$ cat src/rtl/bus_arb_pkg.sv
// Shared types and helpers for the CPU ibus/dbus memory arbiter.
// Kept separate so the arbiter top and its priority sub-block agree on encodings.
package bus_arb_pkg;

  typedef enum logic [2:0] {
    IDLE   = 3'd0,
    I_BUSY = 3'd1,
    D_BUSY = 3'd2,
    I_DONE = 3'd3,
    D_DONE = 3'd4
  } arb_state_t;

  typedef enum logic {
    M_IBUS = 1'b0,
    M_DBUS = 1'b1
  } master_id_t;

  localparam int TMO_W = 16;
  localparam int STARVE_W = 4;

  function automatic logic is_busy(arb_state_t s);
    return (s == I_BUSY) || (s == D_BUSY);
  endfunction

endpackage

$ cat src/rtl/arb_priority.sv
// Winner select for the shared memory port: dbus has priority, but ibus is
// forced through once dbus has been granted STARVE_LIMIT times in a row over it.
module arb_priority
  import bus_arb_pkg::*;
#(
  parameter int unsigned STARVE_LIMIT = 4
) (
  input  logic       clk,
  input  logic       rst_n,
  input  logic       req_i,
  input  logic       req_d,
  input  logic       grant_pulse,
  output master_id_t winner
);

  localparam logic [STARVE_W-1:0] LIMIT = STARVE_W'(STARVE_LIMIT);

  logic [STARVE_W-1:0] starve_cnt;
  logic                starved;

  assign starved = req_i && (starve_cnt == LIMIT);

  always_comb begin
    winner = M_DBUS;
    if (starved)     winner = M_IBUS;
    else if (req_d)  winner = M_DBUS;
    else if (req_i)  winner = M_IBUS;
  end

  // Only counts dbus wins that actually made ibus wait; any gap in ibus demand resets it.
  always_ff @(posedge clk or negedge rst_n) begin
    if (!rst_n) begin
      starve_cnt <= '0;
    end else if (!req_i || (grant_pulse && winner == M_IBUS)) begin
      starve_cnt <= '0;
    end else if (grant_pulse && winner == M_DBUS && starve_cnt != LIMIT) begin
      starve_cnt <= starve_cnt + STARVE_W'(1);
    end
  end

endmodule

$ cat src/rtl/cpu_bus_arbiter.sv
// Shares one waitrequest-style memory slave between the CPU ibus and dbus,
// stalling the losing master and returning read data through per-master registers.
//
//   state  | meaning
//   IDLE   | no transfer in flight; arbitrate and launch the winner
//   I_BUSY | ibus transfer on the slave port, waiting for waitrequest low
//   D_BUSY | dbus transfer on the slave port, waiting for waitrequest low
//   I_DONE | ibus result ready, ibus_stall low for this cycle
//   D_DONE | dbus result ready, dbus_stall low for this cycle
module cpu_bus_arbiter
  import bus_arb_pkg::*;
#(
  parameter int unsigned STARVE_LIMIT   = 4,
  parameter int unsigned TIMEOUT_CYCLES = 0
) (
  input  logic        clk,
  input  logic        rst_n,

  input  logic [31:0] ibus_address,
  input  logic [3:0]  ibus_byteenable,
  input  logic [31:0] ibus_wrdata,
  input  logic        ibus_read,
  input  logic        ibus_write,
  output logic [31:0] ibus_rddata,
  output logic        ibus_stall,

  input  logic [31:0] dbus_address,
  input  logic [3:0]  dbus_byteenable,
  input  logic [31:0] dbus_wrdata,
  input  logic        dbus_read,
  input  logic        dbus_write,
  output logic [31:0] dbus_rddata,
  output logic        dbus_stall,

  output logic [31:0] mem_address,
  output logic [3:0]  mem_byteenable,
  output logic [31:0] mem_wrdata,
  output logic        mem_read,
  output logic        mem_write,
  input  logic [31:0] mem_rddata,
  input  logic        mem_waitrequest,

  output logic        bus_error
);

  arb_state_t         state, state_nxt;
  master_id_t         winner;
  logic               req_i, req_d;
  logic               grant, xfer_ok, tmo_hit, tmo_expire, sel_d;
  logic [TMO_W-1:0]   tmo_cnt;

  assign req_i = ibus_read | ibus_write;
  assign req_d = dbus_read | dbus_write;
  assign sel_d = (winner == M_DBUS);

  assign ibus_stall = req_i & (state != I_DONE);
  assign dbus_stall = req_d & (state != D_DONE);

  assign tmo_expire = (TIMEOUT_CYCLES != 0) && (tmo_cnt == TMO_W'(1));

  arb_priority #(
    .STARVE_LIMIT (STARVE_LIMIT)
  ) u_priority (
    .clk         (clk),
    .rst_n       (rst_n),
    .req_i       (req_i),
    .req_d       (req_d),
    .grant_pulse (grant),
    .winner      (winner)
  );

  always_ff @(posedge clk or negedge rst_n) begin
    if (!rst_n) state <= IDLE;
    else        state <= state_nxt;
  end

  always_comb begin
    state_nxt = state;
    grant     = 1'b0;
    xfer_ok   = 1'b0;
    tmo_hit   = 1'b0;
    unique case (state)
      IDLE: begin
        if (req_i || req_d) begin
          grant     = 1'b1;
          state_nxt = sel_d ? D_BUSY : I_BUSY;
        end
      end
      I_BUSY, D_BUSY: begin
        // The transfer finishes even if the requester has dropped its strobe.
        if (!mem_waitrequest) begin
          xfer_ok   = 1'b1;
          state_nxt = (state == I_BUSY) ? I_DONE : D_DONE;
        end else if (tmo_expire) begin
          tmo_hit   = 1'b1;
          state_nxt = (state == I_BUSY) ? I_DONE : D_DONE;
        end
      end
      I_DONE, D_DONE: state_nxt = IDLE;
      default:        state_nxt = IDLE;
    endcase
  end

  // A write wins when the CPU raises both strobes, so read is masked by write.
  always_ff @(posedge clk or negedge rst_n) begin
    if (!rst_n) begin
      mem_address    <= '0;
      mem_byteenable <= '0;
      mem_wrdata     <= '0;
      mem_read       <= 1'b0;
      mem_write      <= 1'b0;
    end else if (grant) begin
      mem_address    <= sel_d ? dbus_address    : ibus_address;
      mem_byteenable <= sel_d ? dbus_byteenable : ibus_byteenable;
      mem_wrdata     <= sel_d ? dbus_wrdata     : ibus_wrdata;
      mem_write      <= sel_d ? dbus_write      : ibus_write;
      mem_read       <= sel_d ? (dbus_read & ~dbus_write) : (ibus_read & ~ibus_write);
    end else if (xfer_ok || tmo_hit) begin
      mem_read  <= 1'b0;
      mem_write <= 1'b0;
    end
  end

  always_ff @(posedge clk or negedge rst_n) begin
    if (!rst_n) begin
      ibus_rddata <= '0;
      dbus_rddata <= '0;
    end else if (xfer_ok && mem_read) begin
      if (state == I_BUSY) ibus_rddata <= mem_rddata;
      else                 dbus_rddata <= mem_rddata;
    end else if (tmo_hit) begin
      if (state == I_BUSY) ibus_rddata <= '0;
      else                 dbus_rddata <= '0;
    end
  end

  // Down-counter loaded at grant; expiry is the terminal count of 1 while still waiting.
  always_ff @(posedge clk or negedge rst_n) begin
    if (!rst_n) begin
      tmo_cnt <= '0;
    end else if (grant) begin
      tmo_cnt <= TMO_W'(TIMEOUT_CYCLES);
    end else if (is_busy(state) && mem_waitrequest && tmo_cnt != '0) begin
      tmo_cnt <= tmo_cnt - TMO_W'(1);
    end
  end

  always_ff @(posedge clk or negedge rst_n) begin
    if (!rst_n) bus_error <= 1'b0;
    else        bus_error <= tmo_hit;
  end

endmodule

$ cat config.mk
export PLATFORM = sky130hd
export DESIGN_NAME = cpu_bus_arbiter
export DESIGN_NICKNAME = d
export VERILOG_FILES = /design/src/rtl/bus_arb_pkg.sv /design/src/rtl/arb_priority.sv /design/src/rtl/cpu_bus_arbiter.sv
export SDC_FILE = /design/constraint.sdc
export NUM_CORES = 1
export LEC_CHECK = 0
export BUFFER_PORTS_ARGS = -buffer_cell sky130_fd_sc_hd__buf_2
export CAP_MARGIN = 25
export CORE_MARGIN = 4
export CORE_UTILIZATION = 47
export CTS_BUF_LIST = sky130_fd_sc_hd__clkbuf_8
export DETAILED_ROUTE_END_ITERATION = 7
export GPL_ROUTABILITY_DRIVEN = 0
export PLACE_DENSITY = 0.93
export SETUP_SLACK_MARGIN = 0.3
export SLEW_MARGIN = 20
export SYNTH_ARGS = -nofsm -noshare
export SYNTH_HDL_FRONTEND = slang
export SYNTH_SLANG_ARGS = --single-unit
$ cat constraint.sdc
create_clock -name clk -period 2.2 [get_ports clk]
set_clock_uncertainty 0.2 [all_clocks]
set_input_delay 0.22 -clock clk [delete_from_list [all_inputs] [get_ports clk]]
set_output_delay 0.22 -clock clk [all_outputs]
set_load 0.01 [all_outputs]
==> impl.org <==
** GRT
- For this run the aggregate overflow at the end of global routing stands at 0.
- Total GRT Usage :: 34.45%
- Entering global routing, the biggest net connects 61 pins.
- Global-route wire length before repair :: 39,260 microns
- The via count of the first global-routing pass is 7,156.
- The initial antenna violation count is 0.

** Clock network
- CTS tree :: built
- TritonCTS created 17 clock buffers.
- For this design, the sink count on the clock tree is 141.
- The tree is rooted in a sky130_fd_sc_hd__clkbuf_8.
- The clock reaches the later pin of the worst-skew pair after 420 ps.
- CTS H-Tree Depth :: 4
- Clock buffer depth :: 2
- After clock tree synthesis, the clock-pin slew on the worst setup and hold paths is 80 ps.

** Layout
- Of the cells placed in the final design, the portion with a size suffix greater than 1 is 46.94%.
- Layout Nets :: 1,179
- Highest-count cells in the layout ignoring fill and taps :: sky130_fd_sc_hd__buf_2, sky130_fd_sc_hd__dlygate4sd3_1, sky130_fd_sc_hd__dfrtp_1
- Leading cell type in the layout, fill and taps excluded :: sky130_fd_sc_hd__buf_2
- Fin area :: 0.01056 sq mm
- Growth of design area from synthesis to finish :: 71.57%

** Timing
- The worst path needs 2101 ps of the cycle, external delays included.
- Period utilization :: 95.52%
- Timing would allow up to 0.4759 GHz.
- RSZ-0062 raised after global routing :: true
- Hold slack :: 81.13 ps
- Setup violations, final :: 0
- The final-report hold violation count is 0.
- Once routing completed, OpenROAD measured the worst setup slack at 98.58 ps.
- Actual transition at the worst max-transition pin :: 579.5 ps
- The count of pins over their slew limit was 0.
- Setup total negative slack on the finished layout was measured at 0 ps.
- Measured against its own limit, the worst slew margin works out to 61.37%.

** Detailed routing
- Final WL :: 27,510 microns
- Routed length per instance :: 23.15 microns
- For this run, the detailed router's first-pass iteration total came to 5.
- The routed layout has 6,669 vias.
- Violation count after the first detailed-route iteration :: 532
- Antenna Nets Post-Route :: 0
- Dividing the detail-routed via count by the number of cells gives 5.614.
- For this run, design rule violations remaining after detail routing come to 0.

** Job
- Across the run, the number of max-cap violations was 0.

** Power and ir drop
- Total chip power :: 0.01319 W
- Across the VDD grid, the largest voltage drop is 660.0 uV.
- Power spread over the standard cell area amounts to 1249 mW/mm^2.
- Static Leakage :: 5.268 nW

** Setup path
- STA classifies the critical path startpoint as a flop.
- CP max stage delay :: 400 ps
- Worst path arrival time :: 2170 ps
- Traced cell by cell, the critical path runs through inv_2 -> ha_4 -> and3b_2 -> o22a_4 -> buf_6 -> mux2i_1 -> o21ai_0.
- Worst endpoint required time :: 2270 ps
- Of all nets on the critical path, the largest fanout is 5.
- The worst setup path is of the reg -> reg kind.
- Among cell families on the critical path, the largest total delay comes from compound AO/OA/AOI/OAI gates.
- The slowest stage of the critical path belongs to the cell sky130_fd_sc_hd__dfrtp_1.
- Counting both buffers and inverters, the worst setup path holds a total of 2.
- Endpoint type of the worst setup path :: flop

** Worst hold path
- The worst hold path belongs to the class in -> reg.

** Die
- After floorplanning, the core was sized to cover 0.01272 sq mm.
- DIE AREA :: 0.01500 sq mm
- Initial Utilization :: 48.40%
- The die is 122.5 microns wide.
- Placement row count :: 41
- Number of top-level pins :: 312
- Height of the chip :: 122.5 microns

** Synthesis
- Synthesis produced a netlist with a net count of 671.
- Yosys mapped the design onto 41 distinct sky130hd cell types.
- After synthesis the netlist holds a flip-flop and latch count of 141.
- In the synthesized netlist the async set-or-reset flop fraction comes to 100.0%.
- Avg Inst Size Synth :: 12.46 sq um
- After synthesis the cells add up to 0.006157 sq mm.
- The Yosys step of the flow raised 0 warnings.
- Portion of the post-synthesis area used by sequential elements :: 57.31%
- Predominant post-synthesis flop cell :: sky130_fd_sc_hd__dfrtp_1
- Counting flops with a built-in enable in the synthesized netlist gives 0.
- Post-synthesis cell count :: 494

** Place
- Setup WS pre-CTS :: 57.09 ps
- Summing all placed instances gives a cell area of 0.007928 sq mm.
- The wire-length estimate of the detail-placed layout is 13,300 microns.
- In this run the tool buffered the top-level ports with 310 buffer cells.

** Run status
- Run status :: completed
-- timing repair --
| action | 4_1_cts | 5_1_grt |
|---|---|---|
| setup buffers | 9 | 1 |
| hold buffers | 173 | 0 |
| gates cloned | 3 | 2 |
| pin swaps | 1 | 7 |
| setup endpoints to repair | 65 | 78 |
| endpoints found under the hold margin | 262 | 0 |
| gates resized for setup | 25 | 79 |
-- Yosys cell counts (2+ instances only) --
| master | number | share of area (%) |
|---|---|---|
| sky130_fd_sc_hd__mux2_2 | 56 | 10 |
| sky130_fd_sc_hd__buf_6 | 10 | 1.8 |
| sky130_fd_sc_hd__buf_2 | 8 | 0.65 |
| sky130_fd_sc_hd__dfrtp_1 | 141 | 57 |
| sky130_fd_sc_hd__nand3_1 | 3 | 0.24 |
| sky130_fd_sc_hd__inv_1 | 5 | 0.30 |
| sky130_fd_sc_hd__mux2i_1 | 68 | 11 |
| sky130_fd_sc_hd__a21oi_1 | 6 | 0.49 |
| sky130_fd_sc_hd__o21ai_0 | 56 | 4.6 |
| sky130_fd_sc_hd__ha_1 | 2 | 0.41 |
| sky130_fd_sc_hd__nand2_1 | 72 | 4.4 |
| sky130_fd_sc_hd__a21boi_0 | 2 | 0.24 |
| sky130_fd_sc_hd__nor2_1 | 5 | 0.30 |
| sky130_fd_sc_hd__a31oi_1 | 2 | 0.20 |
| sky130_fd_sc_hd__clkbuf_2 | 6 | 0.49 |
| sky130_fd_sc_hd__mux2_1 | 8 | 1.5 |
| sky130_fd_sc_hd__o21ai_1 | 15 | 1.2 |
| sky130_fd_sc_hd__buf_8 | 6 | 1.5 |
-- cell type report --
type	instances	area (sq um)
Timing Repair Buffer	520	3809
Clock inverter	11	165.2
Antenna cell	2	5.005
Tap cell	172	215.2
Fill cell	615	2158
Clock buffer	20	275.3
Inverter	5	18.77
Sequential cell	141	3531
Multi-Input combinational cell	317	2545
-- path summary, 6_finish.rpt --
check / start / slack [ps] / cells past startpoint / endpoint
setup / recovery: u_priority.starve_cnt[1] / 100 / 7 / mem_address[2]
hold reg to reg: mem_wrdata[25] / 280 / 2 / mem_wrdata[25]
max in group asynchronous: rst_n / 1030 / 3 / dbus_rddata[5]
min in group asynchronous: rst_n / 130 / 2 / ibus_rddata[1]
setup reg to reg: u_priority.starve_cnt[1] / 100 / 7 / mem_address[2]
hold / removal: dbus_read / 80 / 3 / mem_write
-- report_power, final --
group          leakage (nW)  internal [W]  switching, W
Sequential             1.78       0.00379      0.000886
Combinational          3.27       0.00279       0.00341
Clock                 0.224       0.00132      0.000995
Total                  5.27       0.00790       0.00529
-- tightest hold or removal path: cells and delay by family --
family	cells	cell delay, ps
and+or+nand+nor	1	170
AOI/OAI and AO/OA	1	160
buffers and inverters	1	110
-- logic make-up after synthesis --
group	Yosys count	share of synthesized area [%]
DFF	141	57.31
muxes	132	22.76
and+or+nand+nor	92	6.726
AOI/OAI and AO/OA	89	7.824
buffers and inverters	37	4.918
adders and majority gates	2	0.4064
other	1	0.06090
-- state kept, by name (all words and copies together), names as in the netlist --
register / cells
mem_byteenable: 4
mem_write: 1
state: 3
ibus_rddata: 32
u_priority.starve_cnt: 4
dbus_rddata: 32
mem_address: 32
mem_wrdata: 32
mem_read: 1
-- metal layers --
| layer | GRT usage [%] | vias to the layer above | wire length (microns) |
|---|---|---|---|
| met5 | 0 | - | 0 |
| met4 | 22.81 | 0 | 1919 |
| met3 | 10.23 | 154 | 3027 |
| met2 | 57.54 | 575 | 13350 |
| met1 | 38.08 | 3185 | 9207 |
| li1 | - | 2755 | - |
-- per-stage QoR --
step / std cells / util (%)
2_1_floorplan: 494 / -
3_3_place_gp: 967 / 62.31
3_5_place_dp: 967 / 62.31
4_1_cts: 1183 / 80.77
5_1_grt: 1186 / 83.00
6_report: 1188 / 83.04
Power figures use the tool's default switching activity.
